## src/rtl/dataflow_stream_source.sv

```systemverilog
// dataflow_stream_source: emits a programmable arithmetic sequence of signed tokens
// on a valid/ready port, with optional idle cycles between accepted tokens.
`default_nettype none

module dataflow_stream_source #(
  parameter int WIDTH       = 32,
  parameter int COUNT_WIDTH = 16,
  parameter int GAP_WIDTH   = 4
) (
  input  logic                    clock,
  input  logic                    reset,
  input  logic                    start,
  input  logic signed [WIDTH-1:0] base,
  input  logic signed [WIDTH-1:0] stride,
  input  logic [COUNT_WIDTH-1:0]  count,
  input  logic [GAP_WIDTH-1:0]    gap,
  output logic signed [WIDTH-1:0] out_data,
  output logic                    out_valid,
  input  logic                    out_ready,
  output logic                    busy,
  output logic                    done,
  output logic [COUNT_WIDTH-1:0]  sent
);

  typedef enum logic [1:0] {
    S_IDLE = 2'd0,
    S_SEND = 2'd1,
    S_GAP  = 2'd2,
    S_DONE = 2'd3
  } state_t;

  state_t state, state_next;

  logic signed [WIDTH-1:0] stride_q;
  logic [COUNT_WIDTH-1:0]  count_q;
  logic [GAP_WIDTH-1:0]    gap_q;
  logic [GAP_WIDTH-1:0]    gap_cnt;

  logic                   fire;
  logic [COUNT_WIDTH-1:0] sent_inc;
  logic                   last_fire;

  assign fire      = (state == S_SEND) && out_ready;
  assign sent_inc  = sent + COUNT_WIDTH'(1);
  assign last_fire = (sent_inc == count_q);

  always_ff @(posedge clock) begin
    if (reset) state <= S_IDLE;
    else       state <= state_next;
  end

  always_comb begin
    state_next = state;
    case (state)
      S_IDLE: begin
        if (start) state_next = (count == '0) ? S_DONE : S_SEND;
      end
      S_SEND: begin
        if (fire) begin
          if (last_fire)        state_next = S_DONE;
          else if (gap_q != '0) state_next = S_GAP;
          else                  state_next = S_SEND;
        end
      end
      S_GAP: begin
        if (gap_cnt == GAP_WIDTH'(1)) state_next = S_SEND;
      end
      S_DONE:  state_next = S_IDLE;
      default: state_next = S_IDLE;
    endcase
  end

  // Status flags are registered from the next state so they change on the same edge as the FSM.
  always_ff @(posedge clock) begin
    if (reset) begin
      out_valid <= 1'b0;
      busy      <= 1'b0;
      done      <= 1'b0;
    end else begin
      out_valid <= (state_next == S_SEND);
      busy      <= (state_next != S_IDLE);
      done      <= (state_next == S_DONE);
    end
  end

  always_ff @(posedge clock) begin
    if (reset) begin
      out_data <= '0;
      stride_q <= '0;
      count_q  <= '0;
      gap_q    <= '0;
      gap_cnt  <= '0;
      sent     <= '0;
    end else begin
      case (state)
        S_IDLE: begin
          if (start) begin
            out_data <= base;
            stride_q <= stride;
            count_q  <= count;
            gap_q    <= gap;
            sent     <= '0;
          end
        end
        S_SEND: begin
          if (fire) begin
            sent    <= sent_inc;
            gap_cnt <= gap_q;
            // The last token stays on out_data; only intermediate tokens advance.
            if (!last_fire) out_data <= out_data + stride_q;
          end
        end
        S_GAP: begin
          gap_cnt <= gap_cnt - GAP_WIDTH'(1);
        end
        default: ;
      endcase
    end
  end

endmodule

`default_nettype wire
```

## config.mk

```make
export PLATFORM = sky130hd
export DESIGN_NAME = dataflow_stream_source
export DESIGN_NICKNAME = d
export VERILOG_FILES = /design/src/rtl/dataflow_stream_source.sv
export SDC_FILE = /design/constraint.sdc
export NUM_CORES = 1
export LEC_CHECK = 0
export CAP_MARGIN = 20
export CORE_ASPECT_RATIO = 0.75
export CORE_MARGIN = 4
export CORE_UTILIZATION = 25
export CTS_CLUSTER_DIAMETER = 50
export DETAILED_ROUTE_END_ITERATION = 8
export PLACE_DENSITY = 0.46
export SETUP_SLACK_MARGIN = 0.1
export SYNTH_ARGS = -nofsm -noshare
export SYNTH_HDL_FRONTEND = slang
export SYNTH_SLANG_ARGS = --single-unit
```

## constraint.sdc

```tcl
create_clock -name clock -period 6.1 [get_ports clock]
set_input_delay 1.22 -clock clock [delete_from_list [all_inputs] [get_ports clock]]
set_output_delay 1.22 -clock clock [all_outputs]
set_load 0.02 [all_outputs]
```

Yosys cells after proc, flatten, opt, wreduce, memory -nomap -nowiden

Cells that the tools add are included.

Input bits: 88
Register bits after elaboration: 109
Output and inout port bits: 51

Reductions and logical operators: 11
Equal/unequal tests: 10
Muxes and demuxes: 16
Add/subtract/negate cells: 3

Operators by type and width:

| kind                                                                   | count |
|---|---|
| 32-bit 2-to-1 mux                                                      | 3 |
| 32-bit one-hot mux with 2 select lines                                 | 1 |
| 32-bit adder                                                           | 1 |
| 16-bit 2-to-1 mux                                                      | 2 |
| 16-bit one-hot mux with 2 select lines                                 | 1 |
| 16-bit by 1-bit adder with 16-bit output (second input constant)       | 1 |
| 16-bit equality test                                                   | 1 |
| 16-bit zero test                                                       | 1 |
| 2-bit 2-to-1 mux                                                       | 6 |
| 2-bit one-hot mux with 4 select lines                                  | 1 |
| 4-bit one-hot mux with 2 select lines                                  | 1 |
| 2-bit equality test (second input constant)                            | 3 |
| 2-bit != test (second input constant)                                  | 3 |
| 2-bit nonzero test                                                     | 3 |
| 2-bit by 1-bit equality test with 1-bit output (second input constant) | 2 |
| 4-bit by 1-bit equality test with 1-bit output (second input constant) | 1 |
| 4-bit 2-to-1 mux                                                       | 1 |
| 2-bit AND reduction                                                    | 2 |
| 4-bit AND reduction                                                    | 1 |
| 4-bit nonzero test                                                     | 1 |
| 4-bit by 1-bit subtractor with 4-bit output (second input constant)    | 1 |
| 3-bit AND reduction                                                    | 1 |
| 2-bit zero test                                                        | 1 |
| 1-bit logical AND                                                      | 1 |

Depth between registers and ports, before layout

Gate-level depths: netlist of the first run.

Depth in word-level cells: 6
Mapped depth: 12
Mapped depth without buffers: 12

Least setup slack after synthesis of the first run

No wires, ideal clock.

Kind: register to register
Start: reg sent[0]
End: reg out_data[10]
Path slack: 3.079 ns
Data required time: 5.953 ns
Clock period less this slack: 3.021 ns
Data arrival time: 2.874 ns
Buffers on the path: 2
Cell stages (with the launch flop): 12
Path through: dfxtp_1 > ha_1 > nand3_2 > or3_1 > a2111oi_4 > nand3_1 > or3_1 > o31a_1 > buf_4 > buf_2 > nor2_1 > a311oi_2

Word-level cells in the longest chain between the ends: 4

RTL lines:

| element                                  | line | source |
|---|---|---|
| from (decl)                              | 22   | `output logic [COUNT_WIDTH-1:0] sent` |
| from (signal assigned)                   | 107  | `sent <= sent_inc;` |
| 16-bit by 1-bit adder with 16-bit output | 44   | `assign sent_inc = sent + COUNT_WIDTH'(1);` |
| 16-bit equality test                     | 45   | `assign last_fire = (sent_inc == count_q);` |
| 2-bit != test (no source line)           | --   |  |
| 4-bit AND reduction (no source line)     | --   |  |
| to (signal assigned)                     | 98   | `out_data <= base;` |
| to (signal assigned)                     | 110  | `if (!last_fire) out_data <= out_data + stride_q;` |
| to (decl)                                | 17   | `output logic signed [WIDTH-1:0] out_data,` |

Every way passes these cells.
A chain may end at the register's enable or synchronous reset.

Worst setup path after layout of the first run

Start: reg sent[0]
End: reg out_data[26]

The elaborated chain is that of the path after synthesis.

==> results.ini, run 1 <==
[worst_setup_path]
criticalPathCategory = reg -> reg
r2r_start = sent[0]
end_kind = register
r2r_slack_ns = 2.51
crit_required_ns = 6.30
path_max_fanout = 34
crit_arrival_ns = 3.79
r2r_cells = 10
start_kind = register
r2r-end = out_data[26]

[sta]
clock_skew_ns = 0.0113
period_minus_slack_ns = 3.59
fmax_mhz = 279
hold_viol = 0
rsz0062_at_grt = no
timing.slew.headroom_pct = 35.6
final-setup-viol-count = 0
report.final.slew_viol_count = 0
period_share_pct = 58.8
worstMarginPinSlew_ns = 0.965
tns_ns = 0

[synth]
synth_area_leader_cell = dfxtp_1
synth_seq_cells = 109
synth_commonest_cells = 183 x nand2_1, 109 x dfxtp_1, 108 x a21oi_1
synth_top_area_share_pct = 32.7
postSynth.asyncResetShare_pct = 0
yosys_most_used_dff = dfxtp_1
synth_cells = 872
syn_area_sq_um = 6680
synth_nets = 995
yosysMostFrequentCell = nand2_1
synthTopCellsByArea = dfxtp_1 33%, nand2_1 10%, a21oi_1 8.1%
syn_avg_cell_area_sq_um = 7.66
ys_types = 60
ys.warnings.count = 0
ys_seq_area_share_pct = 32.7
synth_edf_count = 0

[hold_path]
min_path_cells = 2
min_to = stride_q[25]
hp-class = reg -> reg
worstHoldStart = stride_q[25]

[place]
finalWeightedCongestion = 0.847
hpwlAfterDp_mm = 16.6
dp_cells = 1308
io_buffers = 138

[cts]
cts_tree = yes
clk_latency_ns = 0.36
htreeDepth = 3
cts-root-buf = clkbuf_16
cts_made_buffers = 9
clock-sinks = 109
cts_setup_buffers = 0
cts_buffer_depth = 2
ctsHoldBuffers = 0
clkTransAtPathRegs_ns = 0.08
ctsResizeCount = 0

[cells_and_area]
fin_nets = 1098
final_cells = 1324
fillers = 2810
multiInputGateArea_sq_um = 4210
area_growth_pct = 29.5
regArea_sq_um = 2180
final_layout_size_suffix_gt1_share_pct = 6.53
antenna_cells = 0

[drt]
ant_nets = 0
drt_wl_total_mm = 22.5
routed-via-count = 6427
via_per_inst = 4.85
drt_drc_violations_left = 0
drtIter0Drc = 341
firstDrtPassIters = 4
drt-wirelength-per-cell_um = 17.0

[floorplan]
die_area_sq_um = 29400
design.portCount = 139
core.rowCount = 51
die_w_um = 197
die_y_um = 150
core_sq_um = 26200
initial_core_util_pct = 25.5

[pwr]
power.leakage_nw = 3.28
peakVddDrop_uv = 139
power_density_nw_per_um2 = 246

[global_route]
grtUsageTotal_pct = 15.0
grt_remaining_overflow = 0
grt_max_degree = 74
grt_pass1_wl_mm = 35.3
antenna_found_initial = 0
grt_pass1_vias = 6135

[status]
status = completed

[job]
maxCapViolCount = 0

==> cell type report <==
cell class / count / area share, %
Timing Repair Buffer: 145 / 16.5
Clock inverter: 7 / 1.21
Sequential cell: 109 / 25.2
Tap cell: 344 / 4.97
Multi-Input combinational cell: 692 / 48.7
Inverter: 18 / 0.781
Clock buffer: 9 / 2.60
==> kinds of logic (layout without fill, tap and decap cells) <==
| group | Yosys count | after routing | synth area share (%) |
|---|---|---|---|
| AND/OR/NAND/NOR | 355 | 355 | 23.5 |
| AO/OA/AOI/OAI | 251 | 251 | 25.9 |
| flip-flops | 109 | 109 | 32.7 |
| buffers and inverters | 71 | 179 | 4.47 |
| XOR/XNOR | 46 | 46 | 6.03 |
| adder cells (fa/ha/maj) | 35 | 35 | 6.67 |
| multiplexers | 5 | 5 | 0.768 |
==> sequential cells by signal, summed over array words and instances, names as in the netlist <==
register	count
busy	1
gap_q	4
out_valid	1
gap_cnt	4
count_q	16
sent	16
done	1
stride_q	32
out_data	32
state	2
==> worst max-delay path, cell delays in order, from the launching register on <==
cell       delay [ns]
dfxtp_1          0.47
ha_1             0.35
nand3_2          0.20
or3_1            0.43
a2111oi_4        0.39
nand3_1          0.11
or3_1            0.34
o31a_2           0.59
buf_4            0.34
nor2_1           0.14
a311oi_2         0.06
==> worst max-delay path by stage <==
| stage | start | endpoint | slack [ns] | depth (start not counted) |
|---|---|---|---|---|
| 6_report | sent[0] | out_data[26] | 2.51 | 10 |
| 5_1_grt | sent[0] | out_data[26] | 2.25 | 10 |
| 4_1_cts | out_ready | out_data[26] | 2.51 | 8 |
| 3_5_place_dp | out_ready | out_data[26] | 2.12 | 8 |
| 3_3_place_gp | out_ready | out_data[20] | 2.21 | 8 |
| 2_1_floorplan | sent[0] | out_data[10] | 3.08 | 11 |
==> power breakdown <==
| group | internal, mW | switching, mW | total (mW) | leakage, nW |
|---|---|---|---|---|
| sequential | 0.771 | 0.0536 | 0.824 | 0.895 |
| combinational | 0.269 | 0.357 | 0.626 | 2.23 |
| clock | 0.368 | 0.310 | 0.678 | 0.159 |
==> layout by cell type, fill, tap and decap left out, drive strengths merged, types with 3 or more instances in the layout <==
cell | netlist | final
o221ai | 4 | 4
clkdlybuf4s50 | 0 | 137
a311oi | 25 | 25
o21a | 6 | 6
buf | 9 | 8
clkbuf | 44 | 9
nor2 | 74 | 74
o21ai | 42 | 42
o31ai | 3 | 3
a211oi | 11 | 11
and4 | 3 | 3
or2 | 3 | 3
nand2 | 183 | 183
nand3 | 22 | 22
a31oi | 13 | 13
nor4 | 9 | 9
or3 | 6 | 6
dfxtp | 109 | 109
nand2b | 5 | 5
ha | 34 | 34
nor3 | 11 | 11
and3 | 8 | 8
inv | 18 | 21
a21oi | 108 | 108
xor2 | 14 | 14
a22oi | 3 | 3
a21o | 14 | 14
nor2b | 9 | 9
xnor2 | 32 | 32
nor3b | 5 | 5
mux2i | 4 | 4
o211ai | 6 | 6
nand4 | 9 | 9
==> through the flow <==
step	hold WS, ns	worst slack [ns]	util, %	cell area, sq um	power [mW]
floorplan	0.440	3.08	-	6680	1.24
global placement	0.449	2.21	31.8	8320	1.47
detailed placement	0.455	2.12	31.8	8320	1.47
CTS	0.466	2.51	33.1	8650	2.16
global route	0.486	2.25	33.1	8650	2.25
finish	0.461	2.51	33.1	8650	2.13
==> layer usage <==
| metal | global-route usage [%] | vias to the layer above | part of all wire [%] |
|---|---|---|---|
| met2 | 20.8 | 124 | 39 |
| li1 | - | 3314 | - |
| met5 | 0 | - | 0 |
| met1 | 23.6 | 2975 | 55 |
| met4 | 2.88 | 0 | 0.92 |
| met3 | 3.15 | 14 | 4.4 |
Note: power is estimated with default switching activity, not from simulation.
==> run 2, diff against run 1 <==
--- a/config.mk
+++ b/config.mk
@@ -11,7 +11,7 @@
 export CORE_UTILIZATION = 25
 export CTS_CLUSTER_DIAMETER = 50
 export DETAILED_ROUTE_END_ITERATION = 8
-export PLACE_DENSITY = 0.46
+export PLACE_DENSITY = 0.47
 export SETUP_SLACK_MARGIN = 0.1
 export SYNTH_ARGS = -nofsm -noshare
 export SYNTH_HDL_FRONTEND = slang
==> constraint.sdc (replaced) <==
create_clock -name clock -period 3.1 [get_ports clock]
set_input_delay 0.62 -clock clock [delete_from_list [all_inputs] [get_ports clock]]
set_output_delay 0.62 -clock clock [all_outputs]
set_load 0.02 [all_outputs]
==> results.ini, run 2 (synthesized netlist as in run 1, its figures left out) <==
[status]
status = completed

[cts]
cts_buffer_depth = 2
cts_tree = yes
htreeDepth = 3
cts-root-buf = clkbuf_16
clk_latency_ns = 0.37
clock-sinks = 109
cts_made_buffers = 9
clkTransAtPathRegs_ns = 0.08

[pwr]
power.leakage_nw = 3.46
peakVddDrop_uv = 253
power_density_nw_per_um2 = 467

[global_route]
grtUsageTotal_pct = 15.6
antenna_found_initial = 1
grt_max_degree = 53
grt_pass1_vias = 6243
grt_pass1_wl_mm = 36.5
grt_remaining_overflow = 0

[hold_path]
min_to = stride_q[13]
min_path_cells = 2
worstHoldStart = stride_q[13]
hp-class = reg -> reg

[cells_and_area]
layout_commonest_cell = nand2_1
reg_top3 = out_data x32, stride_q x32
fin_nets = 1130
final_layout_size_suffix_gt1_share_pct = 10.5
antenna_cells = 0
fillers = 2852
final_cell_mix = 182 x nand2_1, 137 x clkdlybuf4s50_1, 107 x a21oi_1, 107 x dfxtp_1, 73 x nor2_1
area_growth_pct = 33.9

[sta]
period_share_pct = 92.7
worstMarginPinSlew_ns = 0.929
report.final.slew_viol_count = 0
final-setup-viol-count = 0
rsz0062_at_grt = no
hold_viol = 0
timing.slew.headroom_pct = 38.1
clock_skew_ns = 0.0123
period_minus_slack_ns = 2.87
layout_setup_ws_ns = 0.226
tns_ns = 0
fmax_mhz = 348

[worst_setup_path]
critPathLaunch = sent[0]
crit_buf_inv = 1
criticalPathCategory = reg -> reg
r2r_cells = 10
end_kind = register
start_kind = register
crit_chain = ha_1 > nand3_2 > or3_1 > a2111oi_4 > nand3_1 > or3_4 > o31a_4 > buf_4 > nor2_1 > a311oi_2
crit_arrival_ns = 3.11
crit_required_ns = 3.34
cp_slowest_cell = o31a_4
r2r_slack_ns = 0.23
cp_top_family = simple AND/OR/NAND/NOR gates
r2r_start = sent[0]
worst_path_largest_cell_delay_ns = 0.42
r2r-end = out_data[19]
path_max_fanout = 12

[job]
maxCapViolCount = 0

[place]
pre_cts_ws_ns = 0.135
hpwlAfterDp_mm = 17.3
finalWeightedCongestion = 0.833
io_buffers = 138

[floorplan]
initial_core_util_pct = 25.5
die_y_um = 150
die_area_sq_um = 29400
core_sq_um = 26200
core.rowCount = 51
design.portCount = 139
die_w_um = 197

[drt]
ant_nets = 0
routed-via-count = 6571
firstDrtPassIters = 5
drt_drc_violations_left = 0
drtIter0Drc = 406
via_per_inst = 4.85
drt_wl_total_mm = 23.6
drt-wirelength-per-cell_um = 17.4

## run 2: cell count changes in the layout (fill, tap and decap cells not counted), moves of 2 or more
cell	delta
dfxtp_1	-2
buf_4	+28
clkinv_4	+2
buf_12	+2
o21ai_0	-2
## run 2: layout make-up
| type | count | area (sq um) | share of cell area (%) |
|---|---|---|---|
| clock buffer | 9 | 225 | 2.52 |
| inverter | 18 | 67.6 | 0.755 |
| clock inverter | 7 | 81.3 | 0.909 |
| timing repair buffer | 175 | 1680 | 18.8 |
| multi-input combinational | 694 | 4270 | 47.8 |
| tap | 344 | 430 | 4.81 |
| sequential | 109 | 2190 | 24.4 |
## run 2: what timing repair did
| action | in CTS | in global routing |
|---|---|---|
| buffers inserted | 0 | 5 |
| cloned | 0 | 2 |
| resized for setup | 1 | 12 |
| endpoints found under the setup margin | 4 | 17 |
| pin swaps | 0 | 5 |
| hold buffers | 0 | 0 |
## run 2: per-stage QoR
stage          instances  cell area, sq um  util [%]  power [mW]  hold slack, ns
2_1_floorplan        872              6680         -        2.43           0.440
3_3_place_gp        1333              8540      32.6        2.93           0.453
3_5_place_dp        1333              8540      32.6        2.94           0.454
4_1_cts             1349              8850      33.8        4.22           0.466
5_1_grt             1356              8950      34.2        4.44           0.477
6_report            1356              8950      34.2        4.18           0.463
## run 2: worst max-delay path by stage
| stage | endpoint | cells after the start | slack, ns |
|---|---|---|---|
| finish | out_data[19] | 10 | 0.23 |
| global route | out_data[31] | 11 | 0.09 |
| CTS | out_data[21] | 11 | 0.13 |
| detailed placement | out_data[21] | 10 | 0.14 |
| global placement | out_data[20] | 10 | 0.15 |
| floorplan | out_data[10] | 11 | 0.13 |
## run 2: worst reg2reg max path: cells and delay by family, from the launching register on
| family | cells | cell delay [ns] |
|---|---|---|
| fa+ha+maj | 1 | 0.18 |
| flops | 1 | 0.39 |
| simple gates | 5 | 1.09 |
| compound gates | 3 | 0.86 |
| buf+inv | 1 | 0.22 |
## run 2: where the power goes
| part | total, mW | switching [mW] | leakage [nW] | internal [mW] |
|---|---|---|---|---|
| logic | 1.32 | 0.744 | 2.41 | 0.572 |
| registers | 1.62 | 0.104 | 0.896 | 1.52 |
| clock network | 1.25 | 0.606 | 0.147 | 0.639 |
## run 2: metal layers
layer / vias up / GRT usage (%) / wire, um
met4: 0 / 2.81 / 172
li1: 3379 / - / -
met2: 141 / 21.3 / 9350
met1: 3041 / 25.1 / 13100
met3: 10 / 3.13 / 1010
met5: - / 0 / 0
==> run 3, diff against run 2 <==
--- a/config.mk
+++ b/config.mk
@@ -11,7 +11,7 @@
 export CORE_UTILIZATION = 25
 export CTS_CLUSTER_DIAMETER = 50
 export DETAILED_ROUTE_END_ITERATION = 8
-export PLACE_DENSITY = 0.47
+export PLACE_DENSITY = 0.46
 export SETUP_SLACK_MARGIN = 0.1
 export SYNTH_ARGS = -nofsm -noshare
 export SYNTH_HDL_FRONTEND = slang
==> results.ini, run 3 (synthesized netlist as in run 1, its figures left out) <==
[status]
status = completed

[global_route]
grt_max_degree = 66
grt_pass1_wl_mm = 36.8
use_met1_pct = 24.7
grt_remaining_overflow = 0
antenna_found_initial = 0
grtUsageTotal_pct = 15.7
grt_pass1_vias = 6346
grt_busiest_layer = met1
grtUsageMet2_pct = 21.8
met3_usage_pct = 3.56

[worst_setup_path]
end_kind = register
start_kind = register
crit_required_ns = 3.35
path_max_fanout = 33
crit_arrival_ns = 3.11
r2r_slack_ns = 0.24
criticalPathCategory = reg -> reg

[pwr]
power.leakage_nw = 3.41
power_density_nw_per_um2 = 474
peakVddDrop_uv = 244

[place]
dp_cells = 1327
hpwlAfterDp_mm = 17.0
finalWeightedCongestion = 0.806
io_buffers = 138

[cts]
cts_tree = yes
cts_buffer_depth = 2
clock-sinks = 109
cts-root-buf = clkbuf_16
cts_made_buffers = 9
clkTransAtPathRegs_ns = 0.08
clk_latency_ns = 0.36
htreeDepth = 3

[drt]
drt_drc_violations_left = 0
ant_nets = 0
via_per_inst = 4.92
routed-via-count = 6602
firstDrtPassIters = 5
drt_wl_total_mm = 23.7
drt-wirelength-per-cell_um = 17.6
drtIter0Drc = 345

[floorplan]
die_w_um = 197
die_y_um = 150
die_area_sq_um = 29400
design.portCount = 139
core_sq_um = 26200
initial_core_util_pct = 25.5
core.rowCount = 51

[sta]
worstMarginPinSlew_ns = 0.930
rsz0062_at_grt = no
period_share_pct = 92.1
report.final.slew_viol_count = 0
final-setup-viol-count = 0
hold_viol = 0
fmax_mhz = 350
period_minus_slack_ns = 2.86
clock_skew_ns = 0.0122
tns_ns = 0
timing.slew.headroom_pct = 38.0

[cells_and_area]
final_cells = 1342
layout_commonest_cell = nand2_1
reg_top3 = out_data x32, stride_q x32
final_layout_size_suffix_gt1_share_pct = 9.22
area_growth_pct = 32.8
antenna_cells = 0
fillers = 2768
final_cell_mix = 182 x nand2_1, 137 x clkdlybuf4s50_1, 108 x a21oi_1
fin_nets = 1118

[job]
maxCapViolCount = 0

[hold_path]
hp-class = reg -> reg

[run 3: final cells by class]
class	count	area (sq um)	share of cell area (%)
multi-input combinational	692	4250	47.9
tap	344	430	4.85
inverter	18	67.6	0.762
clock inverter	4	73.8	0.832
sequential	109	2190	24.7
clock buffer	10	239	2.69
timing repair buffer	165	1620	18.3
[run 3: path summary, 6_finish.rpt]
check	from	to	cells after the start
hold / removal	stride_q[30]	stride_q[30]	2
setup / recovery	sent[0]	out_data[28]	11
hold reg to reg	stride_q[30]	stride_q[30]	2
setup reg to reg	sent[0]	out_data[28]	11
[run 3: power by group]
| part | leakage [nW] | internal, mW | switching [mW] | total [mW] |
|---|---|---|---|---|
| sequential | 0.897 | 1.52 | 0.0998 | 1.62 |
| combinational | 2.36 | 0.560 | 0.742 | 1.30 |
| clock | 0.154 | 0.723 | 0.562 | 1.29 |
[run 3: routing by layer]
metal	vias to the layer above	part of all wire [%]	wire, um
met5	-	0	0
li1	3331	-	-
met2	147	39	9310
met3	9	5.1	1200
met4	0	0.75	177
met1	3115	55	13000
[run 3: repair_timing]
item | CTS | global route
hold buffers | 0 | 0
setup endpoints to repair | 0 | 34
resized for setup | 0 | 12
buffers inserted | 0 | 0
[run 3: worst max-delay path, stage by stage, from the launching register on]
cell	delay, ns
dfxtp_4	0.39
ha_1	0.19
nand3_2	0.10
or3_4	0.39
a2111oi_4	0.31
nand3_1	0.12
or3_1	0.33
o31a_4	0.32
buf_12	0.18
o21ai_0	0.11
a21oi_1	0.07
o21ba_2	0.21
[run 3: metrics by stage]
step	utilization, %	worst slack [ns]	power, mW	instance area, sq um	hold WS [ns]
floorplan	-	0.129	2.43	6680	0.440
global placement	32.5	0.190	2.93	8490	0.449
detailed placement	32.5	0.153	2.93	8490	0.457
CTS	33.7	0.127	4.24	8800	0.468
global route	33.9	0.102	4.44	8870	0.480
finish	33.9	0.245	4.20	8870	0.463
